--- src/rtl/axi_pkg.sv ---
// Shared types and constants for the AXI read-channel arbiter.
// Imported by the two-requester arbiter and the top-level arbiter.
package axi_pkg;

    typedef enum logic [1:0] {
        ARB_IDLE = 2'd0,
        ARB_ADDR = 2'd1,
        ARB_DATA = 2'd2
    } arb_state_t;

    localparam logic GNT_I = 1'b0;
    localparam logic GNT_D = 1'b1;

    localparam int AXI_ADDR_W = 32;
    localparam int AXI_DATA_W = 32;
    localparam int AXI_LEN_W  = 8;
    localparam int AXI_SIZE_W = 3;

    typedef struct packed {
        logic [AXI_ADDR_W-1:0] addr;
        logic [AXI_LEN_W-1:0]  len;
        logic [AXI_SIZE_W-1:0] size;
    } ar_payload_t;

    function automatic logic other_side(input logic g);
        return ~g;
    endfunction

endpackage

--- src/rtl/axi_rd_arbiter_rr_arb2.sv ---
// Two-requester grant selection: a lone requester always wins; a tie goes
// to the side not granted last (round-robin) or to D (fixed priority).
module rr_arb2
    import axi_pkg::*;
(
    input  logic [1:0] req,
    input  logic       last_g,
    input  logic       mode,
    output logic       gnt
);

    // Grant index from the request pair, tie resolved by mode.
    always_comb begin
        gnt = GNT_D;
        case (req)
            2'b01: gnt = GNT_I;
            2'b10: gnt = GNT_D;
            2'b11: begin
                if (mode) begin
                    gnt = other_side(last_g);
                end else begin
                    gnt = GNT_D;
                end
            end
            // No request: value is never used, hold history to keep it quiet.
            default: gnt = last_g;
        endcase
    end

endmodule

--- src/rtl/axi_rd_arbiter.sv ---
// Shares one AXI4 read channel (AR+R) between the I-cache and D-cache ports,
// one burst in flight system-wide: arbitrate, forward AR, route R until RLAST.
module axi_rd_arbiter
    import axi_pkg::*;
#(
    parameter int ARB_RR = 1,
    parameter int ID_W   = 4
) (
    input  logic            clk,
    input  logic            rst,

    input  logic [31:0]     i_araddr,
    input  logic [7:0]      i_arlen,
    input  logic [2:0]      i_arsize,
    input  logic            i_arvalid,
    output logic            i_arready,
    output logic [31:0]     i_rdata,
    output logic            i_rlast,
    output logic            i_rvalid,
    input  logic            i_rready,

    input  logic [31:0]     d_araddr,
    input  logic [7:0]      d_arlen,
    input  logic [2:0]      d_arsize,
    input  logic            d_arvalid,
    output logic            d_arready,
    output logic [31:0]     d_rdata,
    output logic            d_rlast,
    output logic            d_rvalid,
    input  logic            d_rready,

    output logic [31:0]     m_araddr,
    output logic [7:0]      m_arlen,
    output logic [2:0]      m_arsize,
    output logic [ID_W-1:0] m_arid,
    output logic            m_arvalid,
    input  logic            m_arready,
    input  logic [31:0]     m_rdata,
    input  logic [ID_W-1:0] m_rid,
    input  logic            m_rlast,
    input  logic            m_rvalid,
    output logic            m_rready
);

    localparam logic RR_MODE = (ARB_RR != 0);

    arb_state_t  state_r;
    arb_state_t  state_next_s;
    logic        gnt_r;
    logic        gnt_next_s;
    logic        last_g_r;
    logic        last_g_next_s;
    logic        pick_s;
    logic [1:0]  req_s;
    ar_payload_t sel_ar_s;
    logic        sel_arvalid_s;
    logic        sel_rready_s;
    logic        in_addr_s;
    logic        in_data_s;
    logic        ar_hs_s;
    logic        r_last_hs_s;
    logic        unused_rid_s;

    assign req_s = {d_arvalid, i_arvalid};

    rr_arb2 u_rr_arb2 (
        .req    (req_s),
        .last_g (last_g_r),
        .mode   (RR_MODE),
        .gnt    (pick_s)
    );

    // With a single burst in flight the grant register alone routes R, so m_rid is not needed.
    assign unused_rid_s = ^m_rid;

    // Granted side's AR payload and handshake inputs.
    always_comb begin
        if (gnt_r == GNT_D) begin
            sel_ar_s.addr = d_araddr;
            sel_ar_s.len  = d_arlen;
            sel_ar_s.size = d_arsize;
            sel_arvalid_s = d_arvalid;
            sel_rready_s  = d_rready;
        end else begin
            sel_ar_s.addr = i_araddr;
            sel_ar_s.len  = i_arlen;
            sel_ar_s.size = i_arsize;
            sel_arvalid_s = i_arvalid;
            sel_rready_s  = i_rready;
        end
    end

    // Reset silences every handshake in the same cycle it is sampled.
    assign in_addr_s   = (state_r == ARB_ADDR) && !rst;
    assign in_data_s   = (state_r == ARB_DATA) && !rst;
    assign ar_hs_s     = sel_arvalid_s && m_arready;
    assign r_last_hs_s = m_rvalid && sel_rready_s && m_rlast;

    // State, grant and round-robin history registers.
    always_ff @(posedge clk) begin
        if (rst) begin
            state_r  <= ARB_IDLE;
            gnt_r    <= GNT_I;
            last_g_r <= GNT_D;
        end else begin
            state_r  <= state_next_s;
            gnt_r    <= gnt_next_s;
            last_g_r <= last_g_next_s;
        end
    end

    // Next-state, grant capture and history update.
    always_comb begin
        state_next_s  = state_r;
        gnt_next_s    = gnt_r;
        last_g_next_s = last_g_r;
        case (state_r)
            ARB_IDLE: begin
                if (req_s != 2'b00) begin
                    state_next_s  = ARB_ADDR;
                    gnt_next_s    = pick_s;
                    last_g_next_s = pick_s;
                end else begin
                    state_next_s  = ARB_IDLE;
                end
            end
            ARB_ADDR: begin
                if (ar_hs_s) begin
                    state_next_s = ARB_DATA;
                end else begin
                    state_next_s = ARB_ADDR;
                end
            end
            ARB_DATA: begin
                if (r_last_hs_s) begin
                    state_next_s = ARB_IDLE;
                end else begin
                    state_next_s = ARB_DATA;
                end
            end
            default: begin
                state_next_s = ARB_IDLE;
            end
        endcase
    end

    // AR/R handshake routing: only the granted side sees the bridge.
    always_comb begin
        m_arvalid = 1'b0;
        m_rready  = 1'b0;
        i_arready = 1'b0;
        d_arready = 1'b0;
        i_rvalid  = 1'b0;
        i_rlast   = 1'b0;
        d_rvalid  = 1'b0;
        d_rlast   = 1'b0;
        if (in_addr_s) begin
            m_arvalid = sel_arvalid_s;
            if (gnt_r == GNT_D) begin
                d_arready = m_arready;
            end else begin
                i_arready = m_arready;
            end
        end else if (in_data_s) begin
            m_rready = sel_rready_s;
            if (gnt_r == GNT_D) begin
                d_rvalid = m_rvalid;
                d_rlast  = m_rlast;
            end else begin
                i_rvalid = m_rvalid;
                i_rlast  = m_rlast;
            end
        end else begin
            m_arvalid = 1'b0;
        end
    end

    assign m_araddr = sel_ar_s.addr;
    assign m_arlen  = sel_ar_s.len;
    assign m_arsize = sel_ar_s.size;
    assign m_arid   = ID_W'(gnt_r);

    assign i_rdata  = m_rdata;
    assign d_rdata  = m_rdata;

endmodule

--- config.mk ---
export PLATFORM = sky130hd
export DESIGN_NAME = axi_rd_arbiter
export DESIGN_NICKNAME = d
export VERILOG_FILES = /design/src/rtl/axi_pkg.sv /design/src/rtl/axi_rd_arbiter_rr_arb2.sv /design/src/rtl/axi_rd_arbiter.sv
export SDC_FILE = /design/constraint.sdc
export NUM_CORES = 1
export LEC_CHECK = 0
export ABC_AREA = 1
export CORE_AREA = 5 5 95 97
export DETAILED_ROUTE_END_ITERATION = 7
export DIE_AREA = 0 0 100 102
export HOLD_SLACK_MARGIN = 0.15
export PLACE_DENSITY = 0.76
export SYNTH_ARGS = -nofsm -noshare
export SYNTH_HDL_FRONTEND = slang
export SYNTH_SLANG_ARGS = --single-unit
--- constraint.sdc ---
create_clock -name clk -period 1.15 [get_ports clk]
set_input_delay 0.23 -clock clk [delete_from_list [all_inputs] [get_ports clk]]
set_output_delay 0.23 -clock clk [all_outputs]
set_load 0.01 [all_outputs]
# Word-level counts from Yosys, hierarchy flattened
# Index checks and enable logic that the tools add are counted.
totals:
  out_inout_bits: 119
  reg_bits: 4
classes:
  reduce_logical: 9
  n_eq_ne: 5
  n_bitwise: 1
  n_mux: 27
ops:
  columns: ["op", "n"]
  rows:
  - ["43-bit two-way mux", 1]
  - ["1-bit two-way mux", 22]
  - ["2-bit == test (second input constant)", 3]
  - ["2-bit one-hot mux with 3 select lines", 1]
  - ["1-bit logical AND", 5]
  - ["2-bit by 1-bit == test with 1-bit output (second input constant)", 2]
  - ["2-bit two-way mux", 2]
  - ["1-bit one-hot mux with 3 select lines", 1]
  - ["2-bit logical NOT", 1]
  - ["2-bit AND reduction", 1]
  - ["2-bit nonzero test", 1]
  - ["1-bit logical NOT", 1]
  - ["1-bit inverter", 1]

# Logic depth before layout (Yosys ltp)
depth:
  depth_word: 5
  depth_mapped: 6
  mapped_depth_nobuf: 6

# Hierarchy
# A second synthesis with hierarchy kept.
hier_totals:
  hier_cells: 258
  area_unflattened_um2: 1348.8
by_module_without_submodules:
  columns: ["mod", "area_each_um2", "n_inst", "cells_per_inst", "seq_area_each_um2"]
  rows:
  - ["axi_rd_arbiter", 1330.0, 1, 253, 80.1]
  - ["rr_arb2", 18.8, 1, 5, 0.0]

# Worst setup path before layout
# OpenSTA, ideal clock, no wires.
synth_timing:
  path_type: "register to output"
  from: "register gnt_r"
  to: "output port d_arready"
  path_buffers: 1
  arrival_ps: 918
  path_stages_with_launch: 4
  slack_ps: 2
  path_cell_list: "dfxtp_1 inv_2 buf_4 nor3_1"
synth_via:
  elab_chain_cells: 2
synth_rtl:
  columns: ["element", "line_no", "text"]
  rows:
  - ["start: declaration", "axi_rd_arbiter.sv:49", "logic gnt_r;"]
  - ["start signal: assignment", "axi_rd_arbiter.sv:107", "gnt_r <= gnt_next_s;"]
  - ["1-bit two-way mux", "axi_rd_arbiter.sv:159", "if (gnt_r == GNT_D) begin"]
  - ["1-bit two-way mux", "axi_rd_arbiter.sv:157", "if (in_addr_s) begin"]
  - ["end: declaration", "axi_rd_arbiter.sv:26", "output logic d_arready,"]
# No other way between the ends.

# Final worst setup path
layout_timing:
  from: "register gnt_r"
  to: "output port i_rlast"
layout_via:
  elab_chain_cells: 3
layout_rtl:
  columns: ["element", "line_no", "text"]
  rows:
  - ["1-bit two-way mux", "axi_rd_arbiter.sv:166", "if (gnt_r == GNT_D) begin"]
  - ["1-bit two-way mux", "axi_rd_arbiter.sv:164", "end else if (in_data_s) begin"]
  - ["1-bit two-way mux", "axi_rd_arbiter.sv:157", null]
  - ["end: declaration", "axi_rd_arbiter.sv:18", "output logic i_rlast,"]
# No other way between the ends.

==> impl_results.md <==
* Final routed DRC violation total at 0
* Max-cap violation count at 0
* Top Family by Delay on Critical Path: buffers and inverters
* Total number of vias at 1834
* Sequential element share of the synthesized area at 0.05861
* Maximum clock rate at ~690 MHz
* Syn Inst Count at between 200 and 300
* Maximum number of pins on one net before global-route repair at 21
* Arrival time of data at the critical path endpoint at ~1.2 ns
* Number of buffers inserted during clock tree synthesis at 3
* Violations in the final reports: negative setup slack
* Library cell used as clock root buffer: clkbuf_8
* Top-Level Pins at 250
* Clock latency on the worst-skew pair at 0.21 ns
* Fraction of layout cells with a size suffix above 1 at 0.4298
* Crit path top cell by count: buf_6
* Number of endpoints with negative hold slack in the final report at 0
* Final-report max-slew violation count at 0
* Max incr delay on CP at 0.37 ns
* Critical-path maximum fanout at 5
* Antenna Nets Post-Route at 0
* Required @ worst endpoint at slightly above 0.9 ns
* Htree depth at 1
* Startpoint kind of the worst setup timing path: flip-flop
* CTS tree: yes
* Overall global routing resource usage at 0.1051
* Pwr Total at slightly above 2 mW
* Number of buffer and inverter instances along the worst setup path at 4
* Total of flip-flops plus latches after synthesis at 4
* Initial antenna violation count at 0
* Final worst path period share at 1.265
* Pwr dens at approximately 700 mW/mm^2
* Site Rows at 33
* Netlist area before placement at between 0.001 and 0.0015 sq mm
* Number of global-route vias before repair at around 1800
* Result of the run: finished, violations left
* Worst-path cell chain: buf_8 > buf_6 > buf_6 > nor3_2 > buf_2
* Hold Path Class: in -> reg
* Number of warnings reported in the yosys synthesis log at 0
* Type of destination of the critical path: output port
* Area of the die at 0.01020 sq mm
* Die H at ~100 um
* Number of clock sinks at 4
* Count of distinct cell types in the synthesized netlist at 14
* Count of input and output buffers at around 150
* Count of antenna diodes in the layout at 0
* Total Negative Setup Slacks at -10.79 ns
* Setup Viol. Count Final at 52
* Drt via density at 3.978
* Clock edge transition at the registers on the reported setup and hold paths at roughly 0.030 ns
* Avg WL per Cell at roughly 14 um
* Type of the setup path with the least slack: reg -> out
* Global-route wire length before repair at 8776 um
* Syn-to-layout area delta at 120.2%
* Dpl hpwl at 4771 um
* Average instance area after synthesis at 5.316 sq um
* Buffer levels on the longest clock path at 2
* Routed wire length at around 6700 um
* Worst setup margin at -0.3051 ns
* Filler instances at between 800 and 900
* Chip Width at 100 um
* Peak supply drop at 0.0005891 V
* Most frequent cells in the layout: 91 x clkdlybuf4s50_1, 90 x nand2_1, 33 x nand2_2
* Initial core utilization at 0.1697
* Worst-case clock skew at 0.004256 ns
* Gp weighted congestion at 0.7520
* Remaining global-route overflow at 0
* Pleak at between 1.5 and 2 nW
* Commonest non-fill, non-tap cell in the layout: clkdlybuf4s50_1
* Fin crit period at roughly 1.5 ns
* Unrepaired setup endpoints after global routing: yes
* Core Region at 0.008051 sq mm
* Cell type of the slowest stage on the worst timing path: dfxtp_4
* Final nets at 489
* First-pass iteration count of the detailed router at 4
* Number of DRC violations after detailed-routing iteration 0 at 52
path summary, 6_finish.rpt:
check	from	to	slack, ns	cells after the start
max	gnt_r$_SDFFE_PP0P_	i_rlast	-0.31	5
min	rst	gnt_r$_SDFFE_PP0P_	0.34	2
max reg2reg	gnt_r$_SDFFE_PP0P_	state_r[0]$_SDFF_PP0_	0.11	6
min reg2reg	last_g_r$_SDFFE_PP1P_	last_g_r$_SDFFE_PP1P_	0.47	2
power breakdown:
group	internal [mW]	total [mW]	switching [mW]
logic	0.910	1.59	0.684
clock network	0.223	0.293	0.0696
registers	0.161	0.187	0.0266
total	1.29	2.07	0.781
registers in the layout (all words and copies together), names as in the netlist:
signal	count
gnt_r	1
state_r	2
last_g_r	1
routing by layer:
layer | routed length (um) | vias up | share of wire | GRT usage
met1 | 2104 | 805 | 0.32 | 0.1010
met5 | 0 | - | 0 | 0
met4 | 212 | 0 | 0.032 | 0.04352
met2 | 3649 | 101 | 0.55 | 0.2068
met3 | 703 | 31 | 0.11 | 0.03208
li1 | - | 897 | - | -
synth_stat cells:
library cell	count	share of area
dfxtp_1	4	0.059
inv_1	10	0.027
a21oi_1	2	0.0073
and2_1	1	0.0046
buf_4	70	0.38
nor2_1	2	0.0055
buf_2	1	0.0037
conb_1	1	0.0027
inv_2	1	0.0027
nand2_1	146	0.40
nand3_1	5	0.018
o21ai_0	1	0.0037
nor3_1	6	0.022
buf_6	7	0.058
worst reg2reg max path, stage by stage, from the launching register on:
cell and delay [ns]:
dfxtp_4 0.37, buf_12 0.15, o21ai_2 0.14, buf_4 0.13, nand2_1 0.04, nand2_1 0.05
nand2_1 0.05
per-stage QoR:
stage | cell area, sq um | worst slack (ns) | hold slack, ns | util | instances
final | 3009 | -0.3051 | 0.3373 | 0.3737 | 461
after global placement | 2504 | -0.7095 | 0.4601 | 0.3110 | 443
after global routing | 3009 | -0.3391 | 0.3706 | 0.3737 | 461
after detailed placement | 2504 | -0.7645 | 0.4507 | 0.3110 | 443
after CTS | 2592 | -0.3397 | 0.3376 | 0.3220 | 457
after floorplan | 1374 | 0.002090 | 0.2991 | - | 259
final cells by class:
| class | instances | area, sq um | area share |
|---|---|---|---|
| Clock buffer | 3 | 41.29 | 0.01372 |
| Tap cell | 105 | 131.4 | 0.04366 |
| Sequential cell | 4 | 86.33 | 0.02869 |
| Multi-Input combinational cell | 166 | 962.2 | 0.3198 |
| Inverter | 11 | 48.80 | 0.01622 |
| Timing Repair Buffer | 172 | 1739 | 0.5780 |
cell families after synthesis:
logic type | count (synthesis) | synth area share
other cells | 1 | 0.002745
flops | 4 | 0.05861
simple gates | 160 | 0.4515
compound gates | 3 | 0.01099
buf+inv | 89 | 0.4762
what timing repair did:
action	in CTS	in global routing
hold buffers	0	0
pin swaps	19	27
hold endpoints to repair	0	0
resized for setup	260	85
gates cloned	3	4
buffers inserted	8	1
endpoints found under the setup margin	53	52
(Power assumes the default switching activity.)
